## src/rtl/knight_decoder.sv

```systemverilog
// knight_decoder: reader side of the knight flasher interface.
// Samples a bouncing one-hot LED pattern on stb, tracks the lit position and
// sweep direction, locks after LOCK_N consecutive legal steps, flags illegal
// samples with a one-cycle err pulse and counts sweep-end reversals while locked.
//
// Ports:
//   ck         clock, all logic on posedge
//   res        synchronous active-high reset (wins over stb)
//   stb        sample strobe; in is evaluated only when stb=1
//   in         flasher pattern, bit WIDTH-1 = top, bit 0 = bottom
//   pos        index of the lit bit last accepted
//   dir        direction of the last accepted move, 1 = up
//   valid      high whenever the decoder is not hunting
//   locked     high while locked
//   err        one-cycle pulse after an illegal sample in SYNC/LOCK
//   sweep_cnt  direction reversals seen while locked, saturating
module knight_decoder #(
    parameter int unsigned  WIDTH  = 8,
    parameter int unsigned  LOCK_N = 4,
    parameter int unsigned  CNTW   = 8,
    localparam int unsigned POSW   = $clog2(WIDTH)
) (
    input  logic             ck,
    input  logic             res,
    input  logic             stb,
    input  logic [WIDTH-1:0] in,
    output logic [POSW-1:0]  pos,
    output logic             dir,
    output logic             valid,
    output logic             locked,
    output logic             err,
    output logic [CNTW-1:0]  sweep_cnt
);

    localparam int unsigned GOODW = 4;

    typedef enum logic [1:0] {
        HUNT = 2'd0,
        SYNC = 2'd1,
        LOCK = 2'd2
    } state_e;

    state_e            state_q, state_d;
    logic [POSW-1:0]   pos_q, pos_d;
    logic              dir_q, dir_d;
    logic              err_q, err_d;
    logic              dknown_q, dknown_d;
    logic [GOODW-1:0]  good_q, good_d;
    logic [CNTW-1:0]   sweep_q, sweep_d;

    logic              onehot;
    logic [POSW-1:0]   p;
    logic [POSW-1:0]   exp_pos;
    logic              adjacent;
    logic              hold;
    logic              step_ok;
    logic              mv_up;

    // Sample decode: lit index, neighbourhood and the expected next position
    always_comb begin
        onehot = $onehot(in);
        p      = '0;
        for (int unsigned i = 0; i < WIDTH; i++) begin
            if (in[i]) begin
                p = POSW'(i);
            end
        end

        // Ends of the bar force a bounce regardless of the stored direction
        if (pos_q == POSW'(WIDTH - 1)) begin
            exp_pos = POSW'(WIDTH - 2);
        end else if (pos_q == '0) begin
            exp_pos = POSW'(1);
        end else if (dir_q) begin
            exp_pos = pos_q + POSW'(1);
        end else begin
            exp_pos = pos_q - POSW'(1);
        end

        // No wrap between bit 0 and bit WIDTH-1
        adjacent = ((pos_q != POSW'(WIDTH - 1)) && (p == pos_q + POSW'(1))) ||
                   ((pos_q != '0) && (p == pos_q - POSW'(1)));

        hold    = onehot && (p == pos_q);
        step_ok = onehot && (dknown_q ? (p == exp_pos) : adjacent);
        mv_up   = (p > pos_q);
    end

    // State register
    always_ff @(posedge ck) begin
        if (res) begin
            state_q  <= HUNT;
            pos_q    <= '0;
            dir_q    <= 1'b1;
            err_q    <= 1'b0;
            dknown_q <= 1'b0;
            good_q   <= '0;
            sweep_q  <= '0;
        end else begin
            state_q  <= state_d;
            pos_q    <= pos_d;
            dir_q    <= dir_d;
            err_q    <= err_d;
            dknown_q <= dknown_d;
            good_q   <= good_d;
            sweep_q  <= sweep_d;
        end
    end

    // Next-state and datapath update
    always_comb begin
        state_d  = state_q;
        pos_d    = pos_q;
        dir_d    = dir_q;
        err_d    = 1'b0;
        dknown_d = dknown_q;
        good_d   = good_q;
        sweep_d  = sweep_q;

        if (stb) begin
            case (state_q)
                HUNT: begin
                    if (onehot) begin
                        state_d  = SYNC;
                        pos_d    = p;
                        good_d   = '0;
                        dknown_d = 1'b0;
                    end
                end
                SYNC, LOCK: begin
                    if (hold) begin
                        state_d = state_q;
                    end else if (step_ok) begin
                        pos_d    = p;
                        dir_d    = mv_up;
                        dknown_d = 1'b1;
                        if (state_q == SYNC) begin
                            good_d = good_q + GOODW'(1);
                            if (good_d == GOODW'(LOCK_N)) begin
                                state_d = LOCK;
                            end
                        end else if ((mv_up != dir_q) && (sweep_q != '1)) begin
                            sweep_d = sweep_q + CNTW'(1);
                        end
                    end else begin
                        err_d = 1'b1;
                        if (onehot) begin
                            // Reseed on the new position and start counting again
                            state_d  = SYNC;
                            pos_d    = p;
                            good_d   = '0;
                            dknown_d = 1'b0;
                        end else begin
                            state_d = HUNT;
                        end
                    end
                end
                default: begin
                    state_d = HUNT;
                end
            endcase
        end
    end

    // Output decode
    always_comb begin
        pos       = pos_q;
        dir       = dir_q;
        err       = err_q;
        sweep_cnt = sweep_q;
        valid     = (state_q != HUNT);
        locked    = (state_q == LOCK);
    end

endmodule

```

## config.mk

```make
export PLATFORM = sky130hd
export DESIGN_NAME = knight_decoder
export DESIGN_NICKNAME = d
export VERILOG_FILES = /design/src/rtl/knight_decoder.sv
export SDC_FILE = /design/constraint.sdc
export NUM_CORES = 1
export LEC_CHECK = 0
export ABC_AREA = 0
export ABC_CLOCK_PERIOD_IN_PS = 5200
export CORE_ASPECT_RATIO = 0.5
export CORE_MARGIN = 2
export CORE_UTILIZATION = 30
export CTS_BUF_LIST = sky130_fd_sc_hd__clkbuf_8
export DETAILED_ROUTE_END_ITERATION = 7
export PLACE_DENSITY_LB_ADDON = 0.2
export SLEW_MARGIN = 20
export SYNTH_ARGS = -nofsm -noshare
export SYNTH_HDL_FRONTEND = slang
export SYNTH_SLANG_ARGS = --single-unit
```

## constraint.sdc

```tcl
create_clock -name ck -period 5.2 [get_ports ck]
set_input_delay 0.52 -clock ck [delete_from_list [all_inputs] [get_ports ck]]
set_output_delay 0.52 -clock ck [all_outputs]
set_load 0.01 [all_outputs]
```

==> results of run 1 <==
## stage by stage
step	instance area (um2)	hold slack [ns]
detailed placement	2030	0.485
CTS	2090	0.496
global route	2090	0.540
finish	2090	0.494
floorplan	1700	0.456
global placement	2030	0.478
## worst paths after layout
kind	start	end	slack [ns]
worst min-delay path	good_q[0]	good_q[0]	0.49
worst max register to register	flop	good_q[1]	2.45
worst max-delay path	in[0]	sweep_cnt[3]	0.58
worst min register to register	good_q[0]	good_q[0]	0.49
## kinds of logic (layout without fill, tap and decap cells)
| kind of cell | after synthesis | after routing | synth area share |
|---|---|---|---|
| AO/OA/AOI/OAI | 48 | 48 | 0.200 |
| AND/OR/NAND/NOR | 75 | 75 | 0.248 |
| buffers and inverters | 32 | 59 | 0.0795 |
| multiplexers | 4 | 4 | 0.0258 |
| flip-flops | 20 | 20 | 0.235 |
| adder cells (fa/ha/maj) | 20 | 20 | 0.165 |
| XOR/XNOR | 9 | 9 | 0.0464 |
## Yosys cell counts, types with 3 or more instances
cell	count	area, um2
o21ai_0	11	55.1
nor3b_1	5	37.5
clkbuf_1	3	11.3
nor3_1	4	20.0
or3_1	4	25.0
a211oi_1	4	30.0
o31ai_1	4	30.0
ha_1	16	200
nand2_1	9	33.8
dfxtp_1	20	400
nand4_1	4	25.0
and3_1	5	31.3
xnor2_1	7	61.3
nor2b_1	6	37.5
fa_1	4	80.1
a31oi_1	3	18.8
nand3_1	8	40.0
a21oi_1	10	50.1
nand2b_1	4	25.0
inv_1	27	101
o2bb2ai_1	4	35.0
nor2_1	17	63.8
mux2_2	3	33.8
## layer usage
metal | GRT usage | up-vias
met2 | 0.216 | 18
met3 | 0.0255 | 2
met1 | 0.169 | 714
met4 | 0.0214 | 0
met5 | 0 | -
li1 | - | 797
## power groups by stage
stage,logic (mW),clock network [mW],registers (mW)
detailed placement,0.234,0,0.171
floorplan,0.182,0,0.172
global placement,0.231,0,0.171
global route,0.266,0.132,0.169
CTS,0.236,0.124,0.168
finish,0.233,0.118,0.168
## cell type report
type,count,area share
timing repair buffer,28,0.131
multi-input combinational,156,0.558
clock buffer,4,0.0264
tap,73,0.0438
inverter,27,0.0486
sequential,20,0.192
==> reports/results.txt, run 1 <==
Outcome -> finished, final reports clean
Total Routing Usage GR -> 0.126
Sw Pwr -> 0.194 mW
Share of cells above drive strength 1 -> 0.0553
Sequential cell area -> 400 um2
Max layer used -> met4
Clk root buf -> clkbuf_8
Post-synthesis cell area -> 1700 um2
Sink Count -> 20
Data required, critical path -> 5.35 ns
Sw Share -> 0.374
Vias in the first global route -> 1460
Top FF cell, synth -> dfxtp_1
Ys async rst share -> 0
RSZ-0062 raised after global routing -> false
Cells after Synth -> 208
Static leakage -> 0.829 nW
Clock-pin transition on the worst setup and hold timing paths -> 0.07 ns
Crit path DAT -> 4.77 ns
Routed length on met1 -> 1880 um
Largest net degree at the start of global routing -> 25
Metal3 WL -> 126 um
Metal2 WL -> 1640 um
Postcts setup bufs -> 0
Ys Warns -> 0
Top delay family on crit path -> adder cells
Worst setup margin -> 0.581 ns
Initial Utilization -> 0.311
Detailed Route WL -> 3670 um
Clk buf depth -> 2
Core box area -> 5470 um2
Crit path max fanout -> 7
Die area -> 6320 um2
Crit Path Category -> in -> reg
Worst vdd ir -> 77.5 uV
Area occupied by multi-input gates -> 1160 um2
CP Launch Type -> input pin
Total Power -> 0.519 mW
Crit path buf inv count -> 4
Max Clock Skew -> 0.00314 ns
Final worst path period share -> 0.888
Max-capacitance violation count -> 0
Avg Inst Size Synth -> 8.17 um2
Crit path cell chain -> clkdlybuf4s50_1 > inv_1 > fa_1 > fa_1 > fa_1 > inv_1 > ha_1 > inv_1 > fa_1 > nand2_1 > o41ai_4 > nand2_1 > nor2_1 > nand3_1 > nor3b_1 > mux2_2
Stages on the worst setup path -> 16
TritonRoute pass-1 iters -> 4
Fillers -> 562
Slowest-stage cell, CP -> fa_1
F_max -> 216 MHz
TritonCTS clock tree -> yes
Post-route ant nets -> 0
Final nets -> 267
Pwr Density -> 249 nW/um2
Num ports -> 26
Initial antenna violation count -> 0
Crit path largest cell delay -> 0.55 ns
Post-synth cell types -> 43
Cts bufs inserted -> 3
Total gr overflow -> 0
Hold buffers post-CTS -> 0
WHS Path Cells -> 1
Diode count -> 0
Worst Tran Pin Value -> 0.921 ns
Final number of hold-violating endpoints -> 0
First-pass GRT wire length -> 6620 um
Fin crit period -> 4.62 ns
Synth Register Bits -> 20
Register area share after synthesis -> 0.235
Port Buffers -> 25
DIE WIDTH -> 110 um
Row count -> 19
# setup viols final -> 0
DP HPWL -> 2960 um
Syn_nets -> 239
Combinational Power Share -> 0.449
Max Slew Vio Count -> 0
Vias per cell -> 4.97
Die Span Y -> 57.2 um
Setup TNS -> 0 ns
Gpl congestion -> 0.774
Vias post-DR -> 1531
Critical Path Sink Type -> flop
Dpl ws -> 0.278 ns
Clock share of power -> 0.228
Most frequent cells in the layout -> 27 x inv_1, 25 x clkdlybuf4s50_1, 20 x dfxtp_1
Violation count after the first detailed-route iteration -> 79
Commonest non-fill, non-tap cell in the layout -> inv_1
Area Overhead vs Synth -> 22.7%
EDFF count, synth -> 0
WL per Instance -> 11.9 um
Min-Delay Path Class -> reg -> reg
Most common cell on crit path -> fa_1
Sequential Power Share -> 0.323
Post-Place Cells -> 304
Headroom to the max-slew limit -> 0.380
R2R depth -> 9
Clk_lat worst skew -> 0.26 ns
Post-CTS resize count -> 0
Post-route DRC -> 0
H-tree depth -> 1
Final Core Density -> 0.381
Final Non-Filler Cells -> 308
Int Power -> 0.325 mW
Note: power is estimated with default switching activity, not from simulation.
==> run 2, diff against run 1 <==
- CAP_MARGIN: not set -> 40
==> run 2 against run 1 <==
Compared with the run above: clock skew about the same; critical path depth unchanged; sequential share of layout area about the same; via count decreased by 0.39%; hold slack got worse by 0.00094 ns; final area increased by 0.24%; combinational power increased by 2%; fmax about the same; sequential power about the same; non-clock buffer count increased by 1; largest power group unchanged.
==> reports/results.txt, run 2 (synthesized netlist as in run 1, its figures left out) <==
Violation count after the first detailed-route iteration -> 78
Final nets -> 268
Core box area -> 5470 um2
Final number of hold-violating endpoints -> 0
Crit path max fanout -> 7
Area Overhead vs Synth -> 23.0%
Post-route ant nets -> 0
Sw Pwr -> 0.196 mW
Detailed Route WL -> 3690 um
CP Launch Type -> input pin
Int Power -> 0.328 mW
Post-route DRC -> 0
Vias in the first global route -> 1460
Min-Delay Path Class -> reg -> reg
Sw Share -> 0.375
Worst Hold Slack -> 0.493 ns
Port Buffers -> 25
Vias per cell -> 4.94
Sequential Power Share -> 0.320
F_max -> 217 MHz
Max Clock Skew -> 0.00267 ns
Post-CTS resize count -> 0
Postcts setup bufs -> 0
Pwr Density -> 251 nW/um2
Total gr overflow -> 0
Initial antenna violation count -> 0
H-tree depth -> 1
Fillers -> 561
Initial Utilization -> 0.311
DIE WIDTH -> 110 um
TritonCTS clock tree -> yes
Cts bufs inserted -> 3
Most frequent cells in the layout -> 27 x inv_1, 25 x clkdlybuf4s50_1, 20 x dfxtp_1
Total Routing Usage GR -> 0.126
Gpl congestion -> 0.774
DP Area -> 2030 um2
Clock share of power -> 0.226
Post-layout instance area -> 2090 um2
Diode count -> 0
Final worst path period share -> 0.887
Hold buffers post-CTS -> 0
First-pass GRT wire length -> 6620 um
Combinational Power Share -> 0.455
Row count -> 19
Fin crit period -> 4.61 ns
Worst vdd ir -> 77.3 uV
Sink Count -> 20
Largest net degree at the start of global routing -> 25
Share of cells above drive strength 1 -> 0.0593
DP HPWL -> 2960 um
# setup viols final -> 0
Final Core Density -> 0.382
Setup TNS -> 0 ns
Critical Path Sink Type -> flop
Worst Tran Pin Value -> 0.614 ns
Commonest non-fill, non-tap cell in the layout -> inv_1
Die Span Y -> 57.2 um
Max-capacitance violation count -> 0
Crit Path Category -> in -> reg
Static leakage -> 0.834 nW
Clk_lat worst skew -> 0.26 ns
WL per Instance -> 11.9 um
Crit path DAT -> 4.76 ns
R2R setup slack -> 2.48 ns
TritonRoute pass-1 iters -> 4
Headroom to the max-slew limit -> 0.591
Max Slew Vio Count -> 0
Clk root buf -> clkbuf_8
RSZ-0062 raised after global routing -> false
Clk buf depth -> 2
Total Power -> 0.524 mW
Num ports -> 26
Vias post-DR -> 1525
Clock-pin transition on the worst setup and hold timing paths -> 0.07 ns
Die area -> 6320 um2
Outcome -> finished, final reports clean
Data required, critical path -> 5.35 ns
-- run 2: cell count changes in the layout (fill, tap and decap cells not counted) --
cell   change
buf_2      +1
-- run 2: power by group through the flow --
stage	combinational [mW]	clock, mW	sequential [mW]
finish	0.238	0.118	0.168
global route	0.270	0.132	0.169
CTS	0.236	0.124	0.168
detailed placement	0.234	0	0.171
global placement	0.231	0	0.171
floorplan	0.182	0	0.172
-- run 2: metrics by stage --
step / std cells / setup WS, ns
after floorplan: 208 / 0.776
after global placement: 304 / 0.344
after CTS: 308 / 0.554
after detailed placement: 304 / 0.278
after global routing: 309 / 0.300
final: 309 / 0.585
-- run 2: critical path: stages --
cell and delay (ns):
clkdlybuf4s50_1 0.45, inv_1 0.05, fa_1 0.55, fa_1 0.43
fa_1 0.44, inv_1 0.07, ha_1 0.15, inv_1 0.05
fa_1 0.49, nand2_1 0.09, o41ai_4 0.34, nand2_1 0.14
nor2_1 0.16, nand3_1 0.20, nor3b_1 0.27, mux2_2 0.35
-- run 2: area by class of cell --
class                   instances  area [um2]  area share
multi-input cells             156        1160       0.557
flip-flops and latches         20         400       0.192
repair buffers                 29         278       0.133
inverters                      27         101      0.0485
well taps                      73        91.3      0.0437
clock buffers                   4        55.1      0.0263
-- run 2: path summary, 6_finish.rpt --
check	startpoint	endpoint	cells after the start
setup / recovery	in[0]	sweep_cnt[3]	16
hold / removal	good_q[0]	good_q[0]	1
setup reg to reg	flop	sweep_cnt[7]	9
hold reg to reg	good_q[0]	good_q[0]	1
-- run 2: per-layer routing --
metal / up-vias / global-route usage / wire, um
li1: 798 / - / -
met1: 707 / 0.169 / 1920
met2: 18 / 0.216 / 1650
met3: 2 / 0.0255 / 97
met4: 0 / 0.0214 / 27
met5: - / 0 / 0
==> run 3, diff against run 2 <==
--- a/constraint.sdc
+++ b/constraint.sdc
@@ -3,2 +3,2 @@
 set_output_delay 0.52 -clock ck [all_outputs]
-set_load 0.01 [all_outputs]
+set_load 0.05 [all_outputs]
==> results of run 3 <==
The final DEF is identical to that of run 2. Status: finished, final reports clean.
Main changes from that run: total power 0.524 mW -> 0.542 mW
